File: src/rtl/nivel_comida_gen_pkg.sv
// Shared food-level constants, debounce state encoding and saturating level helpers.
// Also used by the pet state machine and the display block.
package nivel_comida_gen_pkg;

  localparam int NIVEL_W   = 2;
  localparam int NIVEL_SAT = 3;

  typedef enum logic [1:0] {
    ESTABLE_0  = 2'b00,
    CONFIRMA_1 = 2'b01,
    ESTABLE_1  = 2'b11,
    CONFIRMA_0 = 2'b10
  } deb_state_t;

  function automatic logic [NIVEL_W-1:0] sat_inc(input logic [NIVEL_W-1:0] n,
                                                 input logic [NIVEL_W-1:0] tope);
    return (n >= tope) ? tope : n + 1'b1;
  endfunction

  function automatic logic [NIVEL_W-1:0] sat_dec(input logic [NIVEL_W-1:0] n);
    return (n == '0) ? '0 : n - 1'b1;
  endfunction

endpackage

File: src/rtl/nivel_comida_gen_antirrebote.sv
// Two-flop synchronizer plus four-state debouncer; clean output is a flop that
// is high in ESTABLE_1 and CONFIRMA_0.
module nivel_comida_gen_antirrebote
  import nivel_comida_gen_pkg::*;
#(
  parameter int DEBOUNCE_CYCLES = 1_000_000
) (
  input  logic clk,
  input  logic reset,
  input  logic raw,
  output logic clean
);

  localparam int CW = (DEBOUNCE_CYCLES > 1) ? $clog2(DEBOUNCE_CYCLES) : 1;
  localparam logic [CW-1:0] CNT_LAST = CW'(DEBOUNCE_CYCLES - 1);

  logic          sync_a;
  logic          sync_b;
  deb_state_t    state;
  deb_state_t    state_next;
  logic [CW-1:0] cnt;
  logic [CW-1:0] cnt_next;

  always_ff @(posedge clk or negedge reset) begin
    if (!reset) begin
      sync_a <= 1'b0;
      sync_b <= 1'b0;
      state  <= ESTABLE_0;
      cnt    <= '0;
      clean  <= 1'b0;
    end else begin
      sync_a <= raw;
      sync_b <= sync_a;
      state  <= state_next;
      cnt    <= cnt_next;
      clean  <= (state_next == ESTABLE_1) || (state_next == CONFIRMA_0);
    end
  end

  // Confirm states count while the new value holds; any reversion snaps back.
  always_comb begin
    state_next = state;
    cnt_next   = cnt;
    case (state)
      ESTABLE_0: begin
        if (sync_b) begin
          state_next = CONFIRMA_1;
          cnt_next   = '0;
        end
      end
      CONFIRMA_1: begin
        if (!sync_b)               state_next = ESTABLE_0;
        else if (cnt == CNT_LAST)  state_next = ESTABLE_1;
        else                       cnt_next   = cnt + 1'b1;
      end
      ESTABLE_1: begin
        if (!sync_b) begin
          state_next = CONFIRMA_0;
          cnt_next   = '0;
        end
      end
      CONFIRMA_0: begin
        if (sync_b)                state_next = ESTABLE_1;
        else if (cnt == CNT_LAST)  state_next = ESTABLE_0;
        else                       cnt_next   = cnt + 1'b1;
      end
      default: state_next = ESTABLE_0;
    endcase
  end

endmodule

File: src/rtl/nivel_comida_gen.sv
// Food level producer: debounced feed button raises the level (when permitted),
// a free-running timer decays it; all outputs registered, feed beats decay.
module nivel_comida_gen
  import nivel_comida_gen_pkg::*;
#(
  parameter int DECAY_CYCLES    = 250_000_000,
  parameter int FAST_DIV        = 10,
  parameter int DEBOUNCE_CYCLES = 1_000_000,
  parameter int NIVEL_MAX       = NIVEL_SAT
) (
  input  logic               clk,
  input  logic               reset,
  input  logic               Boton_Comida_raw,
  input  logic               Activo_Comida,
  input  logic               Modo_Test,
  output logic [NIVEL_W-1:0] Nivel_Comida,
  output logic               Boton_Comida,
  output logic               Pulso_Comer,
  output logic               Tick_Decay
);

  localparam int DCW = (DECAY_CYCLES > 1) ? $clog2(DECAY_CYCLES) : 1;
  localparam logic [DCW-1:0] TC_NORM = DCW'(DECAY_CYCLES - 1);
  localparam logic [DCW-1:0] TC_FAST = DCW'((DECAY_CYCLES / FAST_DIV) - 1);
  localparam logic [NIVEL_W-1:0] TOPE = NIVEL_W'(NIVEL_MAX);

  logic           boton_prev;
  logic           feed;
  logic [DCW-1:0] cnt;
  logic [DCW-1:0] tc;

  nivel_comida_gen_antirrebote #(
    .DEBOUNCE_CYCLES(DEBOUNCE_CYCLES)
  ) u_antirrebote (
    .clk  (clk),
    .reset(reset),
    .raw  (Boton_Comida_raw),
    .clean(Boton_Comida)
  );

  assign feed = Boton_Comida & ~boton_prev & Activo_Comida;
  assign tc   = Modo_Test ? TC_FAST : TC_NORM;

  // Terminal uses >= so a switch to the short period takes effect at once.
  always_ff @(posedge clk or negedge reset) begin
    if (!reset) begin
      boton_prev   <= 1'b0;
      cnt          <= '0;
      Nivel_Comida <= TOPE;
      Pulso_Comer  <= 1'b0;
      Tick_Decay   <= 1'b0;
    end else begin
      boton_prev <= Boton_Comida;
      if (feed) begin
        cnt          <= '0;
        Nivel_Comida <= sat_inc(Nivel_Comida, TOPE);
        Pulso_Comer  <= 1'b1;
        Tick_Decay   <= 1'b0;
      end else if (cnt >= tc) begin
        cnt          <= '0;
        Nivel_Comida <= sat_dec(Nivel_Comida);
        Pulso_Comer  <= 1'b0;
        Tick_Decay   <= 1'b1;
      end else begin
        cnt          <= cnt + 1'b1;
        Pulso_Comer  <= 1'b0;
        Tick_Decay   <= 1'b0;
      end
    end
  end

endmodule

File: config.mk
export PLATFORM = sky130hd
export DESIGN_NAME = nivel_comida_gen
export DESIGN_NICKNAME = d
export VERILOG_FILES = /design/src/rtl/nivel_comida_gen_pkg.sv /design/src/rtl/nivel_comida_gen_antirrebote.sv /design/src/rtl/nivel_comida_gen.sv
export SDC_FILE = /design/constraint.sdc
export NUM_CORES = 1
export LEC_CHECK = 0
export ABC_AREA = 1
export CAP_MARGIN = 40
export CORE_MARGIN = 3
export CORE_UTILIZATION = 45
export CTS_CLUSTER_DIAMETER = 80
export DETAILED_ROUTE_END_ITERATION = 8
export GPL_TIMING_DRIVEN = 1
export PLACE_DENSITY = 0.61
export SYNTH_ARGS = -nofsm -noshare
export SYNTH_HDL_FRONTEND = slang
export SYNTH_SLANG_ARGS = --single-unit
File: constraint.sdc
create_clock -name clk -period 1.6 [get_ports clk]
set_input_delay 0.32 -clock clk [delete_from_list [all_inputs] [get_ports clk]]
set_output_delay 0.32 -clock clk [all_outputs]
set_load 0.02 [all_outputs]
# Yosys cells after proc, flatten, opt, wreduce, memory -nomap -nowiden
# Index checks and enable logic that the tools add are counted.
[op_classes]
add_sub_neg = 4
magnitude_cmp = 2
n_eq_ne = 10
muxes = 23
bitwise = 3
n_reduce_logical = 5
[op_table]
columns = ["operator", "count"]
rows = [
  ["two-way mux 20 bit", 5],
  ["two-way mux 28 bit", 3],
  ["case mux 20 bit (4 select lines)", 1],
  ["adder 28 x 1 -> 28 bit, second input constant", 1],
  [">= comparator 28 bit", 1],
  ["adder 20 x 1 -> 20 bit, second input constant", 1],
  ["== test 20 bit, second input constant", 1],
  ["two-way mux 2 bit", 10],
  ["== test 2 bit, second input constant", 4],
  ["case mux 2 bit (4 select lines)", 1],
  ["logical NOT 2 bit", 2],
  ["!= test 2 x 1 -> 1 bit, second input constant", 2],
  ["!= test 2 bit, second input constant", 2],
  ["AND reduction 4 bit", 1],
  ["two-way mux 1 bit", 3],
  ["adder 2 x 1 -> 2 bit, second input constant", 1],
  ["bitwise AND 1 bit", 2],
  ["== test 2 x 1 -> 1 bit, second input constant", 1],
  [">= comparator 2 bit, second input constant", 1],
  ["nonzero test 2 bit", 1],
  ["subtractor 2 x 1 -> 2 bit, second input constant", 1],
  ["logical OR 1 bit", 1],
  ["NOT 1 bit", 1],
]
[totals]
regBits = 58
output_inout_bits = 5

# Depth between registers and ports, before layout
[depth]
ltp_word = 6
mapped_depth = 13

# Modules after synthesis
# Synthesis repeated with hierarchy kept, for this count alone.
[unflattened]
cells_unflattened = 516
area_unflattened_um2 = 3771.1
[modules_own_cells]
columns = ["mod", "instances", "cells_per_inst", "area_per_inst_um2", "seq_area_each_um2"]
rows = [
  ["nivel_comida_gen", 1, 305, 2199.6, 828.3],
  ["nivel_comida_gen_antirrebote", 1, 211, 1571.5, 600.6],
]

# Least setup slack after synthesis
# OpenSTA, ideal clock, no wires.
[synth_timing]
kind = "reg-to-reg"
from = "reg cnt[25]"
to = "reg Nivel_Comida[1]"
setup_time_ps = 76
arrival_ps = 1550
t_required_ps = 1524
slack_ps = -26
path_stages_with_launch = 11
path_buffers = 1
period_less_slack_ps = 1626
cell_sequence = "dfrtp_1 > ha_1 > nand2_1 > nand2_1 > a21oi_1 > nand2_1 > a21oi_1 > nand3_1 > buf_2 > nand2_1 > nand2_1"
[synth_between]
elab_chain_cells = 2
[synth_lines]
columns = ["element", "line", "rtl"]
rows = [
  ["start: declaration", "nivel_comida_gen.sv:29", "logic [DCW-1:0] cnt;"],
  ["start signal: assignment", "nivel_comida_gen.sv:65", "cnt <= cnt + 1'b1;"],
  [">= comparator 28 bit", "nivel_comida_gen.sv:59", "end else if (cnt >= tc) begin"],
  ["nonzero test 2 bit (no source line)", "n/a", ""],
  ["end signal: assignment", "nivel_comida_gen.sv:56", "Nivel_Comida <= sat_inc(Nivel_Comida, TOPE);"],
  ["end signal: assignment", "nivel_comida_gen.sv:61", "Nivel_Comida <= sat_dec(Nivel_Comida);"],
  ["end: declaration", "nivel_comida_gen.sv:16", "output logic [NIVEL_W-1:0] Nivel_Comida,"],
]
# Every way passes these cells.
# A chain may end at the register's enable or synchronous reset.

# Worst setup path in the final report
[layout_timing]
from = "reg cnt[24]"
to = "reg Nivel_Comida[0]"
# Same word-level chain as after synthesis.

==> metrics.md <==
| Metric | Value |
|---|---|
| First-pass GRT wire length | approximately 18 mm |
| Clk_skew | about 0.013 ns |
| Worst setup EP type | register |
| CTS root buf | clkbuf_8 |
| Synth warn | 0 |
| Failing checks | negative setup slack |
| Die Ht | 98.9 um |
| Critical path's most frequent cell | nand2_1 |
| Area Overhead vs Synth | 39.0% |
| Distinct cells, synth | 32 |
| Register area share after synthesis | 0.374 |
| DR vias | roughly 3,800 |
| Die X | 98.9 um |
| Core Area | around 0.0083 sq mm |
| Final antenna-violating net count | 0 |
| VDD IR max | around 0.65 mV |
| Clock Tree Buf Depth | 2 |
| Critical path origin | cnt[24] |
| DR WL/cell | approximately 14 um |
| GRT Overall Usage | 0.231 |
| Sink Count | 58 |
| Min cycle time layout | about 1.8 ns |
| Syn Area/Cell | roughly 7 sq um |
| R2R Path Start | cnt[24] |
| Critical path's slowest cell | dfrtp_1 |
| Drc violations | 0 |
| Critical Path AT | 2.05 ns |
| Worst slew margin | 0.791 |
| LEAKAGE | about 2.5 nW |
| FF-to-FF path depth | 10 |
| Reg2reg setup slack | -0.18 ns |
| Count of final setup violators | 53 |
| Layout cells sized above 1 | 0.300 |
| Vias in the first global route | 3,899 |
| Synth Instances | roughly 550 |
| Crit path kind | reg2reg |
| Final period utilization | 1.11 |
| # IOs | 10 |
| Initial Util | 0.468 |
| RSZ-0062 raised after global routing | true |
| H-tree depth | 3 |
| Gpl congestion | around 0.94 |
| Number of synthesized flops with an enable pin | 0 |
| Cell Area, Synth | a little under 0.004 sq mm |
| Initial antenna violation count | 0 |
| Fin. Hold Viols | 0 |
| Net Count, Synth | 574 |
| N_diodes | 0 |
| Worst skew pair latency | between 0.3 and 0.4 ns |
| Largest stage delay on the critical path | about 0.4 ns |
| Synth Register Bits | slightly below 60 |
| Tot Pwr | 4.46 mW |
| Largest net degree at the start of global routing | 25 |
| WP data required | around 1.9 ns |
| Outcome | finished with violations |
| Hold EP | u_antirrebote.sync_b |
| Vias per cell | 5.04 |
| Full die area | just under 0.01 sq mm |
| Fmax | around 560 MHz |
| Hold Path Cell Cnt | 0 |
| Hold Crit Class | reg2reg |
| 1st-pass router iterations | 5 |
| CP Cell Sequence | ha_1, nand2_1, nor2_4, nand3_2, inv_1, a21oi_2, nand3_4, buf_12, nand2_2, nand2_1 |
| Fin nets | 671 |
| Clock transition at the registers of the reported paths | approximately 0.080 ns |
| Number of clock buffers inserted by TritonCTS | 9 |
| Pwr/cell area | approximately 830 mW/mm^2 |
| Maximum fanout along the worst path | 8 |
| Crit path launch type | register |
| Post-synthesis async set-or-reset flop share | 1.00 |
| Setup slack after layout | -0.176 ns |
| Total Routed Length | ~11 mm |
| FP Rows | 33 |
| Max-Cap Viols | 0 |
| Worst R2R End | Nivel_Comida[0] |
| Grt total ovfl | 0 |
| Worst slew pin tran | 0.313 ns |
| Primary FF master, synth | dfrtp_1 |
| CTS tree | built |
| IO buf count | 9 |
| Max-slew violations | 0 |
| Origin of the worst min-delay path | u_antirrebote.sync_a |
| Starting DRT DRC Count | approximately 260 |
| Hpwl dp | around 7.2 mm |
| Hold Slack | approximately 0.36 ns |
power by group:
group | switching, mW | internal, mW
Sequential | 0.0561 | 1.51
Clock | 0.630 | 0.708
Combinational | 0.824 | 0.729
Total | 1.51 | 2.95
critical path: cells and delay by family, from the launching register on:
kind | cells | cell delay, ns
AO/OA/AOI/OAI | 1 | 0.20
AND/OR/NAND/NOR | 6 | 0.53
buffers and inverters | 2 | 0.27
flip-flops | 1 | 0.41
adder cells (fa/ha/maj) | 1 | 0.30
cell type report:
cell class / count / area, sq um
inverter: 54 / 220
tap: 105 / 131
multi-input combinational: 431 / 2550
fill: 708 / 2900
timing repair buffer: 91 / 851
clock buffer: 10 / 128
sequential: 58 / 1450
timing repair inverter: 1 / 8.76
clock inverter: 6 / 57.6
worst max-delay path by stage:
stage,endpoint,slack (ns),cells past startpoint
after floorplan,u_antirrebote.cnt[6],0.009,11
after global placement,cnt[15],-0.59,11
after detailed placement,Nivel_Comida[1],-0.62,12
after CTS,Nivel_Comida[1],-0.17,10
after global routing,Nivel_Comida[0],-0.27,10
final,Nivel_Comida[0],-0.18,10
sequential cells by signal, indices dropped and copies added, names as in the netlist, 2 cells and up:
| name | count |
|---|---|
| u_antirrebote.state | 2 |
| u_antirrebote.cnt | 20 |
| Nivel_Comida | 2 |
| cnt | 28 |
cells in the final DEF (no fill, tap or decap), types with 3 or more instances in the layout:
cell	synthesis	layout
ha_4	0	10
nor2_4	2	16
inv_2	0	4
nand3_1	36	34
ha_1	20	6
nor2_1	112	89
buf_12	1	6
dlygate4sd2_1	0	4
xor2_1	22	22
dfrtp_1	56	56
buf_16	0	3
nand4_1	12	12
xnor2_1	7	7
o21ai_2	7	8
clkinv_2	0	5
ha_2	0	4
clkbuf_8	0	9
inv_1	52	48
buf_4	1	69
nand2_4	2	4
o21ai_0	6	4
nor2_2	0	9
nand2_1	174	152
nor3_1	8	7
nand2_2	6	26
a21oi_2	0	4
cells in the mapped netlist (2+ instances only):
library cell / count / area (sq um)
nand2_2: 6 / 37.5
o21ai_0: 6 / 30.0
xnor2_1: 7 / 61.3
nor3_1: 8 / 40.0
nor2_1: 112 / 420
nand2_4: 2 / 22.5
o21ai_2: 7 / 61.3
nand4_1: 12 / 75.1
nand2_1: 174 / 653
dfrtp_1: 56 / 1400
o21bai_1: 2 / 15.0
xor2_1: 22 / 193
inv_1: 52 / 195
nand3_1: 36 / 180
a21oi_1: 6 / 30.0
or2_2: 2 / 12.5
dfstp_2: 2 / 52.6
buf_2: 3 / 15.0
nor2_4: 2 / 22.5
ha_1: 20 / 250
per-stage QoR:
stage	std cells	setup WS (ns)	util	cell area (sq um)	TNS [ns]
6_report	756	-0.176	0.651	5400	-6.01
5_1_grt	756	-0.272	0.651	5400	-11.04
4_1_cts	752	-0.172	0.628	5220	-4.67
3_5_place_dp	718	-0.619	0.549	4550	-20.21
3_3_place_gp	718	-0.595	0.549	4550	-19.18
2_1_floorplan	549	0.00946	-	3890	0
logic make-up (layout without fill, tap and decap cells):
family	count (synthesis)	after routing	share of synthesized area
XOR/XNOR	29	29	0.0654
flip-flops	58	58	0.374
AND/OR/NAND/NOR	356	357	0.384
AO/OA/AOI/OAI	24	24	0.0406
buffers and inverters	61	162	0.0692
adder cells (fa/ha/maj)	21	21	0.0670
repair_timing:
action                     in CTS  in global routing
setup endpoints to repair      54                 56
pin swaps                      30                 14
resized for setup              73                 34
cloned                          5                  0
setup buffers                  13                  4
hold endpoints to repair        9                  0
hold buffers                    1                  0
layer usage:
layer | GRT usage | vias up | wire (um)
met5 | 0 | - | 0
met4 | 0.0851 | 0 | 163
met3 | 0.0510 | 19 | 586
met2 | 0.371 | 106 | 5300
met1 | 0.305 | 1762 | 4910
li1 | - | 1924 | -
(Power assumes the default switching activity.)
